===== src/rtl/delay_table_sequencer.sv =====
// rtl/delay_table_sequencer.sv - delay table store and boot/update stream sequencer for global_controller
// Holds the per-object delay table with dirty tracking and replays it as boot
// (all entries) or update (dirty entries only) element streams.
// Issue decisions are taken on the edge that enters a scan cycle so that the
// registered strobe and data appear in that scan cycle itself.
module delay_table_sequencer #(
  parameter int N_obj        = 4,
  parameter int obj_id_width = 2,
  parameter int delay_length = 14,
  parameter int LEAD_CYC     = 5,
  parameter int GAP_CYC      = 6,
  parameter int TAIL_CYC     = 5
) (
  input  logic                    CLK,
  input  logic                    reset,
  input  logic                    cfg_wr_en,
  input  logic [obj_id_width-1:0] cfg_wr_obj,
  input  logic [delay_length-1:0] cfg_wr_delay,
  input  logic                    load_start,
  input  logic                    update_start,
  output logic                    boot_up,
  output logic                    input_valid,
  output logic                    table_parse,
  output logic                    glob_scen_noc_input_valid,
  output logic [delay_length-1:0] delay_matrix_element,
  output logic [obj_id_width-1:0] obj_id_element,
  output logic                    busy,
  output logic                    done
);

  localparam int CNT_W = 8;
  localparam logic [obj_id_width-1:0] LAST_P = obj_id_width'(N_obj - 1);

  typedef enum logic [2:0] {
    S_IDLE,
    S_LEAD,
    S_SCAN,
    S_GAP,
    S_TAIL
  } state_t;

  state_t                  r_state, w_next_state;
  logic [obj_id_width-1:0] r_p, w_next_p;
  logic [CNT_W-1:0]        r_cnt, w_next_cnt;
  logic                    r_boot_mode;
  logic                    w_load_acc, w_upd_acc, w_enter_scan, w_finish, w_issue;

  logic [delay_length-1:0] r_table [N_obj];
  logic [N_obj-1:0]        r_dirty;

  logic                    r_boot_up, r_input_valid, r_table_parse, r_glob_valid;
  logic [delay_length-1:0] r_delay;
  logic [obj_id_width-1:0] r_obj_id;
  logic                    r_busy, r_done;

  // State, scan pointer, phase counter and stream mode registers.
  always_ff @(posedge CLK) begin
    if (reset) begin
      r_state     <= S_IDLE;
      r_p         <= '0;
      r_cnt       <= '0;
      r_boot_mode <= 1'b0;
    end else begin
      r_state <= w_next_state;
      r_p     <= w_next_p;
      r_cnt   <= w_next_cnt;
      if (w_load_acc) begin
        r_boot_mode <= 1'b1;
      end else if (w_upd_acc) begin
        r_boot_mode <= 1'b0;
      end
    end
  end

  // Next-state logic; w_enter_scan marks edges that open a scan cycle for w_next_p.
  always_comb begin
    w_next_state = r_state;
    w_next_p     = r_p;
    w_next_cnt   = r_cnt;
    w_load_acc   = 1'b0;
    w_upd_acc    = 1'b0;
    w_enter_scan = 1'b0;
    w_finish     = 1'b0;
    case (r_state)
      S_IDLE: begin
        if (load_start || update_start) begin
          w_load_acc   = load_start;
          w_upd_acc    = !load_start;
          w_next_state = S_LEAD;
          w_next_p     = '0;
          w_next_cnt   = CNT_W'(LEAD_CYC - 1);
        end
      end
      S_LEAD: begin
        if (r_cnt == '0) begin
          w_next_state = S_SCAN;
          w_next_p     = '0;
          w_enter_scan = 1'b1;
        end else begin
          w_next_cnt = r_cnt - 1'b1;
        end
      end
      S_SCAN: begin
        if (r_p == LAST_P) begin
          w_next_state = S_TAIL;
          w_next_cnt   = CNT_W'(TAIL_CYC - 1);
        end else if (r_input_valid || r_glob_valid) begin
          w_next_state = S_GAP;
          w_next_cnt   = CNT_W'(GAP_CYC - 1);
        end else begin
          w_next_p     = r_p + 1'b1;
          w_enter_scan = 1'b1;
        end
      end
      S_GAP: begin
        if (r_cnt == '0) begin
          w_next_state = S_SCAN;
          w_next_p     = r_p + 1'b1;
          w_enter_scan = 1'b1;
        end else begin
          w_next_cnt = r_cnt - 1'b1;
        end
      end
      S_TAIL: begin
        if (r_cnt == '0) begin
          w_next_state = S_IDLE;
          w_finish     = 1'b1;
        end else begin
          w_next_cnt = r_cnt - 1'b1;
        end
      end
      default: w_next_state = S_IDLE;
    endcase
  end

  assign w_issue = w_enter_scan && (r_boot_mode || r_dirty[w_next_p]);

  // Table and dirty bits; a write on the issuing edge re-marks the entry dirty.
  always_ff @(posedge CLK) begin
    if (reset) begin
      for (int i = 0; i < N_obj; i++) begin
        r_table[i] <= '0;
      end
      r_dirty <= '0;
    end else begin
      if (w_issue) begin
        r_dirty[w_next_p] <= 1'b0;
      end
      if (cfg_wr_en) begin
        r_table[cfg_wr_obj] <= cfg_wr_delay;
        r_dirty[cfg_wr_obj] <= 1'b1;
      end
    end
  end

  // Registered outputs: strobes, held element data, phase flags, busy and done.
  always_ff @(posedge CLK) begin
    if (reset) begin
      r_boot_up     <= 1'b0;
      r_input_valid <= 1'b0;
      r_table_parse <= 1'b0;
      r_glob_valid  <= 1'b0;
      r_delay       <= '0;
      r_obj_id      <= '0;
      r_busy        <= 1'b0;
      r_done        <= 1'b0;
    end else begin
      r_input_valid <= w_issue && r_boot_mode;
      r_glob_valid  <= w_issue && !r_boot_mode;
      if (w_issue) begin
        r_delay  <= r_table[w_next_p];
        r_obj_id <= w_next_p;
      end
      r_busy <= (w_next_state != S_IDLE);
      r_done <= w_finish;
      if (w_load_acc) begin
        r_boot_up     <= 1'b1;
        r_table_parse <= 1'b0;
      end else if (w_upd_acc) begin
        r_table_parse <= 1'b1;
      end else if (w_finish && r_boot_mode) begin
        r_boot_up <= 1'b0;
      end
    end
  end

  assign boot_up                   = r_boot_up;
  assign input_valid               = r_input_valid;
  assign table_parse               = r_table_parse;
  assign glob_scen_noc_input_valid = r_glob_valid;
  assign delay_matrix_element      = r_delay;
  assign obj_id_element            = r_obj_id;
  assign busy                      = r_busy;
  assign done                      = r_done;

endmodule


===== config.mk =====
export PLATFORM = sky130hd
export DESIGN_NAME = delay_table_sequencer
export DESIGN_NICKNAME = d
export VERILOG_FILES = /design/src/rtl/delay_table_sequencer.sv
export SDC_FILE = /design/constraint.sdc
export NUM_CORES = 1
export LEC_CHECK = 0
export CAP_MARGIN = 40
export CORE_MARGIN = 2
export CORE_UTILIZATION = 51
export CTS_CLUSTER_DIAMETER = 100
export DETAILED_ROUTE_END_ITERATION = 8
export PLACE_DENSITY = 0.86
export SYNTH_ARGS = -nofsm -noshare
export SYNTH_HDL_FRONTEND = slang
export SYNTH_SLANG_ARGS = --single-unit

===== constraint.sdc =====
create_clock -name CLK -period 2.9 [get_ports CLK]
set_input_delay 0.58 -clock CLK [delete_from_list [all_inputs] [get_ports CLK]]
set_output_delay 0.58 -clock CLK [all_outputs]
set_load 0.005 [all_outputs]

==> impl_metrics.tcl <==
set metrics [dict create \
    period_needed_ps 2780 \
    tightest_slew_ps 453 \
    yosysTopAreaCell "edfxtp_1" \
    placed_area_um2 5070 \
    antenna_found_initial 0 \
    power_density_nw_per_um2 845 \
    ys_warn_count 0 \
    cp_cell_sequence "nor4_4 > and3_4 > inv_2 > ha_1 > nor2b_1 > o21ai_1 > o311a_2 > nand2_1 > a2111o_1 > o311ai_4 > clkbuf_16 > mux2i_1" \
    finalMaxSlewViolations 0 \
    routed_wl_mm 9.91 \
    ys_seq_area_share_pct 56.3 \
    worst_path_max_delay_cell "a2111o_1" \
    drive_gt1_share_pct 12.8 \
    die_width_um 97.0 \
    ys_types 46 \
    grt_max_degree 34 \
    core-area_um2 8300 \
    multi_input_area_um2 1800 \
    dieArea_um2 9410 \
    grt_pass1_vias 3268 \
    worst_slack_ps 119 \
    drc 0 \
    synth_top_area_share_pct 38.1 \
    grt_pass1_wl_mm 16.1 \
    reg2reg_to "delay_matrix_element[6]" \
    finalPower_uw 4520 \
    synth_area_um2 4410 \
    chipHeight_um 97.0 \
    regArea_um2 2480 \
    start_kind "register" \
    cpPeakStageDelay_ps 460 \
    ys.flop_type "edfxtp_1" \
    htree_num_levels 3 \
    grt-ovfl-total 0 \
    end_kind "register" \
    viasPerCell 5.80 \
    cts_tree "yes" \
    worstHoldEndpoint "delay_matrix_element[10]" \
    crit_type "register to register" \
    fin_area_um2 5340 \
    min_from "delay_matrix_element[10]" \
    max_cap_viol_count 0 \
    via_count 3334 \
    path_max_fanout 5 \
    reg2reg_depth 12 \
    wl_per_cell_um 17.2 \
    r2r_slack_ps 120 \
    numCtsBuffers 9 \
    async_flop_share_pct 0 \
    cts_sinks 96 \
    postSynthCellCount 413 \
    dpl.hpwl_mm 6.47 \
    ant_nets 0 \
    place_congestion 0.921 \
    clkTransAtPathRegs_ps 90 \
    root_buffer "clkbuf_8" \
    ys_seq_elements 96 \
    critPathRequiredTime_ps 3200 \
    syn_nets 437 \
    finalSetupViolations 0 \
    boundaryPins 43 \
    r2r_start "r_cnt[5]" \
    nFillCells 598 \
    fmax_mhz 360 \
    clock_skew_ps 9.21 \
    firstDrtPassIters 5 \
    grt_usage_pct 21.4 \
    outcome "finished, final reports clean" \
    n_antenna_cell 0 \
    clk_latency_ps 360 \
    fin_nets 489 \
    max_slew_margin_pct 69.7 \
    synth-edff-count 56 \
    io_buffers 42 \
    syn_avg_cell_area_um2 10.7 \
    max-vdd-ir-drop_uv 384 \
    dp_slack_ps -97.2 \
    initialDrtViolationCount 260 \
    period_share_pct 95.9 \
    initial_core_util_pct 53.2 \
    rows 33 \
    yosys-top-cells-area "edfxtp_1 (38%), dfxtp_1 (18%), and2_1 (8.4%)" \
    hold_path_depth 2 \
    total_leakage_power_uw 0.00203 \
    crit_arrival_ps 3080 \
    worstHoldPathType "register to register" \
    final_hold_viol_count 0 \
    rsz0062_at_grt "false" \
    clockBufferDepth 2 \
    area.growth.synth_to_final_pct 21.0 \
]
-- power breakdown --
group	switching (uW)	internal, uW
logic	929	882
registers	149	1650
clock network	458	449
total	1540	2980
-- worst max-delay path, delay by kind of cell (launching register included) --
family / cells / cell delay (ps)
flops: 1 / 350
compound gates: 4 / 960
mux: 1 / 170
buf+inv: 2 / 300
fa+ha+maj: 1 / 270
simple gates: 4 / 670
-- per-stage QoR --
stage	hold WS [ps]	TNS, ps	util, %	cells
after floorplan	447	0	-	413
after global placement	446	-12.9	61.1	557
after detailed placement	457	-826	61.1	557
after CTS	469	0	63.8	573
after global routing	491	0	64.4	575
final	468	0	64.4	575
-- cell families (layout without fill, tap and decap cells) --
group | count (synthesis) | after routing | share of synthesized area (%)
multiplexers | 15 | 15 | 3.43
AO/OA/AOI/OAI | 79 | 79 | 14.3
AND/OR/NAND/NOR | 178 | 178 | 20.7
adder cells (fa/ha/maj) | 3 | 3 | 0.851
buffers and inverters | 37 | 94 | 3.52
flip-flops | 96 | 96 | 56.3
XOR/XNOR | 5 | 5 | 0.992
-- layout make-up --
type,instances,area share [%]
repair buffers,68,12.6
clock inverters,3,0.351
inverters,10,0.703
multi-input cells,280,33.8
flip-flops and latches,96,46.5
clock buffers,13,3.65
well taps,105,2.46
-- cells in the mapped netlist, types with 2 or more instances --
| master | n |
|---|---|
| nor3_1 | 9 |
| a31o_2 | 3 |
| or2_2 | 3 |
| o311ai_0 | 2 |
| a21oi_1 | 8 |
| ha_1 | 3 |
| mux2i_1 | 14 |
| nor2_1 | 20 |
| nor2b_1 | 6 |
| and3_1 | 2 |
| o21ai_0 | 7 |
| nor3b_1 | 3 |
| dfxtp_1 | 40 |
| a311o_1 | 14 |
| o21a_1 | 2 |
| nand2_1 | 61 |
| and2_1 | 59 |
| clkbuf_1 | 22 |
| buf_6 | 2 |
| xor2_1 | 4 |
| inv_1 | 10 |
| a211oi_1 | 19 |
| a21boi_0 | 14 |
| buf_1 | 2 |
| o31ai_1 | 2 |
| nand3_1 | 7 |
| edfxtp_1 | 56 |
-- placed cells by master (no fill, tap or decap), drive strengths merged, types with 2 or more instances in the layout --
cell type      Yosys  routed
a211oi            19      19
a21boi            14      14
a21oi              8       8
a311o             14      14
a31o               3       3
and2              59      59
and3               2       2
buf                5      25
clkbuf            22      14
clkdlybuf4s50      0      42
clkinv             0       2
dfxtp             40      40
edfxtp            56      56
ha                 3       3
inv               10      11
mux2i             14      14
nand2             61      61
nand3              7       7
nor2              20      20
nor2b              6       6
nor3               9       9
nor3b              3       3
o21a               2       2
o21ai              7       7
o311ai             3       3
o31ai              2       2
or2                3       3
xor2               4       4
-- what timing repair did --
action | CTS | global route
endpoints found under the setup margin | 14 | 18
endpoints found under the hold margin | 0 | 0
hold buffers | 0 | 0
gates resized for setup | 2 | 9
pin swaps | 0 | 5
buffers inserted | 0 | 1
gates cloned | 0 | 1
-- flip-flops by register name (all words and copies together) (netlist names) --
| register | count |
|---|---|
| boot_up | 1 |
| r_boot_mode | 1 |
| busy | 1 |
| glob_scen_noc_input_valid | 1 |
| input_valid | 1 |
| delay_matrix_element | 14 |
| r_table | 56 |
| obj_id_element | 2 |
| r_state | 3 |
| table_parse | 1 |
| r_cnt | 8 |
| r_dirty | 4 |
| done | 1 |
| r_p | 2 |
-- how the worst max path moves through the flow --
stage / start / cells after the start / to / slack [ps]
final: r_cnt[5] / 12 / delay_matrix_element[6] / 120
after CTS: r_cnt[2] / 12 / delay_matrix_element[9] / 0.9
after floorplan: r_cnt[2] / 12 / delay_matrix_element[10] / 50
after global placement: update_start / 9 / delay_matrix_element[11] / -4
after global routing: r_cnt[5] / 12 / delay_matrix_element[9] / 20
after detailed placement: update_start / 9 / delay_matrix_element[9] / -100
-- metal layers --
layer | wire length (um) | GRT usage (%) | part of all wire (%)
met1 | 4010 | 26.2 | 40
met2 | 5130 | 37.3 | 52
met3 | 506 | 3.47 | 5.1
met4 | 261 | 9.32 | 2.6
met5 | 0 | 0 | 0
Note: power is estimated with default switching activity, not from simulation.
